### src/rtl/serial_adder_pkg.sv
// Shared definitions for the bit-serial adder: FSM encoding, default width,
// and the counter-width helper.
package serial_adder_pkg;

  typedef enum logic [1:0] {
    IDLE = 2'd0,
    RUN  = 2'd1,
    DONE = 2'd2
  } state_t;

  localparam int DEFAULT_WIDTH = 8;

  // A 1-bit operand still needs a 1-bit counter, so clamp $clog2 at 1.
  function automatic int cntWidth(input int width);
    return (width > 1) ? $clog2(width) : 1;
  endfunction

endpackage

### src/rtl/full_adder.sv
// Full-adder cell composed of two half adders and an OR on their carries;
// shared by the serial adder and later ripple arithmetic blocks.
module full_adder (
  input  logic A,
  input  logic B,
  input  logic Cin,
  output logic Sum,
  output logic Carry
);

  logic w_partSum;
  logic w_partCarry;
  logic w_finalCarry;

  half_adder u_haLow (
    .A     (A),
    .B     (B),
    .Sum   (w_partSum),
    .Carry (w_partCarry)
  );

  half_adder u_haHigh (
    .A     (w_partSum),
    .B     (Cin),
    .Sum   (Sum),
    .Carry (w_finalCarry)
  );

  assign Carry = w_partCarry | w_finalCarry;

endmodule

### src/rtl/half_adder.sv
// Combinational half adder: the basic 1-bit primitive of the arithmetic library.
module half_adder (
  input  logic A,
  input  logic B,
  output logic Sum,
  output logic Carry
);

  assign Sum   = A ^ B;
  assign Carry = A & B;

endmodule

### src/rtl/serial_adder.sv
// Bit-serial WIDTH-bit adder: one full-adder cell plus a carry flip-flop,
// operands streamed LSB-first, start/done handshake toward the controller.
module serial_adder
  import serial_adder_pkg::*;
#(
  parameter int WIDTH = DEFAULT_WIDTH
) (
  input  logic             clk,
  input  logic             rst,
  input  logic             start,
  input  logic [WIDTH-1:0] A,
  input  logic [WIDTH-1:0] B,
  output logic             busy,
  output logic             done,
  output logic [WIDTH-1:0] Sum,
  output logic             Carry
);

  localparam int             CW   = cntWidth(WIDTH);
  localparam logic [CW-1:0]  LAST = CW'(WIDTH - 1);

  state_t           r_state;
  logic [WIDTH-1:0] r_aSr;
  logic [WIDTH-1:0] r_bSr;
  logic [WIDTH-1:0] r_sumSr;
  logic [WIDTH-1:0] r_sum;
  logic [CW-1:0]    r_cnt;
  logic             r_carryFf;
  logic             r_carry;
  logic             r_busy;
  logic             r_done;

  logic             w_cellSum;
  logic             w_cellCarry;
  logic [WIDTH-1:0] w_sumNext;

  full_adder u_cell (
    .A     (r_aSr[0]),
    .B     (r_bSr[0]),
    .Cin   (r_carryFf),
    .Sum   (w_cellSum),
    .Carry (w_cellCarry)
  );

  // New sum bits enter at the MSB so the LSB-first stream ends up in place.
  generate
    if (WIDTH == 1) begin : g_single
      assign w_sumNext = w_cellSum;
    end else begin : g_multi
      assign w_sumNext = {w_cellSum, r_sumSr[WIDTH-1:1]};
    end
  endgenerate

  always_ff @(posedge clk or posedge rst) begin
    if (rst) begin
      r_state   <= IDLE;
      r_aSr     <= '0;
      r_bSr     <= '0;
      r_sumSr   <= '0;
      r_sum     <= '0;
      r_cnt     <= '0;
      r_carryFf <= 1'b0;
      r_carry   <= 1'b0;
      r_busy    <= 1'b0;
      r_done    <= 1'b0;
    end else begin
      case (r_state)
        RUN: begin
          r_aSr     <= r_aSr >> 1;
          r_bSr     <= r_bSr >> 1;
          r_sumSr   <= w_sumNext;
          r_carryFf <= w_cellCarry;
          if (r_cnt == LAST) begin
            r_sum   <= w_sumNext;
            r_carry <= w_cellCarry;
            r_busy  <= 1'b0;
            r_done  <= 1'b1;
            r_state <= DONE;
          end else begin
            r_cnt <= r_cnt + CW'(1);
          end
        end
        // IDLE and DONE both accept a new request, which gives back-to-back issue.
        default: begin
          r_done <= 1'b0;
          if (start) begin
            r_aSr     <= A;
            r_bSr     <= B;
            r_sumSr   <= '0;
            r_cnt     <= '0;
            r_carryFf <= 1'b0;
            r_busy    <= 1'b1;
            r_state   <= RUN;
          end else begin
            r_busy  <= 1'b0;
            r_state <= IDLE;
          end
        end
      endcase
    end
  end

  assign busy  = r_busy;
  assign done  = r_done;
  assign Sum   = r_sum;
  assign Carry = r_carry;

endmodule

### config.mk
export PLATFORM = sky130hd
export DESIGN_NAME = serial_adder
export DESIGN_NICKNAME = d
export VERILOG_FILES = /design/src/rtl/serial_adder_pkg.sv /design/src/rtl/full_adder.sv /design/src/rtl/half_adder.sv /design/src/rtl/serial_adder.sv
export SDC_FILE = /design/constraint.sdc
export NUM_CORES = 1
export LEC_CHECK = 0
export ABC_AREA = 1
export CELL_PAD_IN_SITES_DETAIL_PLACEMENT = 1
export CELL_PAD_IN_SITES_GLOBAL_PLACEMENT = 1
export CORE_UTILIZATION = 25
export DETAILED_ROUTE_END_ITERATION = 16
export GPL_TIMING_DRIVEN = 0
export PLACE_DENSITY = 0.55
export RECOVER_POWER = 50
export SYNTH_ARGS = -nofsm -noshare
export SYNTH_HDL_FRONTEND = slang
export SYNTH_SLANG_ARGS = --single-unit
### constraint.sdc
create_clock -name clk -period 1.5 [get_ports clk]
set_input_delay 0.15 -clock clk [delete_from_list [all_inputs] [get_ports clk]]
set_output_delay 0.15 -clock clk [all_outputs]
set_load 0.1 [all_outputs]
==> results by group <==
Critical path
  • Startpoint Class: register
  • WP buf/inv: 1
  • Data required time at the worst endpoint: 1.35 ns
  • Critical path arrival: 1.27 ns
  • WS Path Type: register to primary output
  • Worst path top cell family by delay: buffers and inverters
  • FF-to-FF path depth: 6
  • Critical Path Slowest Stage Cell: clkdlybuf4s15_2
  • Worst r2r src: r_cnt[0]
  • Terminus of the critical flop-to-flop path: r_cnt[1]
  • FF-to-FF setup slack: 0.15 ns
  • Highest fanout seen on the critical path: 4
  • Crit path cell chain: clkdlybuf4s15_2
  • Critical path startpoint: r_state[0]
  • Crit-path max cell delay: 0.57 ns
  • Nature of the critical path endpoint: primary output

Routing
  • Vias post-DR: about 1.4k
  • DRT iter0 DRCs: 38
  • Top layer in use: met4
  • Met1 WL: 1.88 mm
  • DRC: 3
  • DRT Pass-1 Iters: 10
  • DR WL/cell: 13.1 µm
  • Antenna-violating nets left: 0
  • Vias per inst: 4.55
  • Met2 WL post-DR: 1.86 mm
  • Metal3 WL: 115 µm
  • WL final: 3.92 mm

Global route
  • Largest net degree at the start of global routing: 39
  • Total GRT Usage: 12.8%
  • Vias in the first global route: about 1.5k
  • Initial antenna violation count: 0
  • Gr ovfl total: 0
  • First-pass GRT wire length: 7.04 mm

Finish
  • Synthesis-to-finish area growth: 28.2%
  • Inserted Diodes: 0
  • Nets@finish: 244
  • Commonest non-fill, non-tap cell in the layout: nand2_1
  • Multi-input gate area: 632 µm²
  • Commonest non-fill, non-tap cells in the layout: nand2_1 (79), nand3_1 (45), dfrtp_1 (36), clkdlybuf4s50_1 (16), clkdlybuf4s15_2 (11)
  • Layout cell share with drive strength beyond 1: 17.1%
  • Final Core Density: around 33%
  • FF/Latch Area: 953 µm²
  • FILL cells: 745

Timing
  • Worst slew margin: 45.8%
  • Slew @ Worst Pin: 0.812 ns
  • Max frequency: 706 MHz
  • Slew Limit Fails: 0
  • Fin crit period: 1.42 ns
  • Clock skew: ~0.0088 ns
  • Final hold violations: 0
  • Setup repair after global routing missed its margin: false
  • Part of the cycle the worst path needs: 94.4%
  • Final setup violation count: 0

Clock tree
  • Clk sinks: 38
  • Post-CTS setup buffer count: 0
  • CTS buffer count: 5
  • Hold buffers post-CTS: 0
  • CTS resizes: 34
  • H-tree Lvls: 2
  • CTS tree: yes
  • Worst skew pair latency: just under 0.3 ns
  • Clock Tree Root: clkbuf_8
  • Clk buf depth: 2
  • Reg clk slew, reported paths: ~0.07 ns

Synth
  • Mapped Area: 1670 µm²
  • Post-synthesis simple-gate area fraction: 34.9%
  • Gate Count Post-Synth: between 150 and 200
  • Post-synthesis mux area share: 0%
  • Synth Area in Compound Gates: 0%
  • Synth area leader: dfrtp_1
  • Synth warnings: 0
  • Main combinational cell family by area after synthesis: simple AND/OR/NAND/NOR gates
  • Mean post-synth cell area: 8.95 µm²
  • Yosys cell types: 15
  • Post-Synth XOR/XNOR Area: 0%
  • Register area share after synthesis: 56.8%
  • Share of the synthesized area in the top cell type: 56.8%
  • Top area cells in the synthesized netlist: dfrtp_1 (57%), nand2_1 (17%), nand3_1 (14%)
  • Seq cells post-synth: 38
  • Syn Nets: between 200 and 250
  • Post-Synth Adder-Cell Area: between 2 and 3%

Placed design
  • GPL Wtd Cong: 0.714
  • IO buf count: 28
  • Final HPWL DP: approximately 2.8 mm

Pwr
  • Tot Pwr: 4.85 mW
  • Maximum VDD drop: 0.000917 V
  • Pwr Density: 2260 nW/µm²
  • Leakage: 1.07 nW

Floorplanning
  • Initial Utilization: 26.1%
  • Horiz. Die Dim: 83.8 µm
  • Num rows: 29
  • Die height: around 84 µm
  • Core Box Area: 6420 µm²
  • Die area: 7030 µm²
  • # IOs: 30

Hold path
  • HP Class: primary input to register
  • Hold Path Cell Cnt: 3
  • Worst Hold Launch: start
  • Worst Hold Path EP: r_state[0]

Run status
  • Outcome: finished with violations
  • Failing checks: DRC

Job
  • Max cap viols: 0
## power by group
group / leakage, nW / switching, mW / internal [mW]
Sequential: 0.486 / 0.272 / 1.46
Combinational: 0.544 / 1.77 / 0.682
Clock: 0.0438 / 0.356 / 0.312
## cells in the mapped netlist
library cell and number:
nor2_4 1, buf_6 3, nand2_4 1, nand2_2 2
dfrtp_1 38, inv_1 5, nand2_1 78, inv_2 3
fa_1 1, nor2_8 1, buf_2 3, buf_4 2
nor2_2 1, ha_1 2, nand3_1 46
## layer usage
metal,up-vias,track usage (%)
met1,666,16.3
li1,666,-
met4,0,4.70
met5,-,0
met2,22,21.1
met3,6,2.87
## flip-flops by register name, summed over array words and instances (netlist names)
| register | count |
|---|---|
| Sum | 8 |
| r_aSr | 8 |
| r_bSr | 8 |
| r_sumSr | 7 |
| r_cnt | 3 |
| Carry | 1 |
| done | 1 |
| r_carryFf | 1 |
| r_state | 1 |
## cell families (layout without fill, tap and decap cells)
family / Yosys count / in the layout
AND/OR/NAND/NOR: 130 / 130
flip-flops: 38 / 38
buffers and inverters: 16 / 51
adder cells (fa/ha/maj): 3 / 3
## stage by stage
step / hold WS, ns / setup WS (ns) / cells / area (µm²) / setup TNS [ns]
floorplan: 0.260 / 0.138 / 187 / 1680 / 0
global placement: 0.460 / -0.576 / 292 / 2050 / -18.65
detailed placement: 0.466 / -0.194 / 292 / 2050 / -1.35
CTS: 0.185 / 0.0310 / 299 / 2150 / 0
global route: 0.195 / 0.0270 / 299 / 2150 / 0
finish: 0.189 / 0.0838 / 299 / 2150 / 0
## layout make-up
class,instances,area share (%)
tap,77,4.49
clock buffer,5,3.21
sequential,38,44.4
clock inverter,2,0.466
timing repair buffer,28,13.7
inverter,8,1.40
buffer,8,2.86
multi-input combinational,133,29.4
## how the worst max path moves through the flow
| stage | slack, ns | to | cells past startpoint |
|---|---|---|---|
| after floorplan | 0.14 | r_cnt[0] | 7 |
| final | 0.08 | busy | 1 |
| after global routing | 0.03 | r_cnt[0] | 7 |
| after CTS | 0.03 | r_cnt[0] | 7 |
| after global placement | -0.58 | r_state[0] | 2 |
| after detailed placement | -0.19 | done | 1 |
Note: power is estimated with default switching activity, not from simulation.
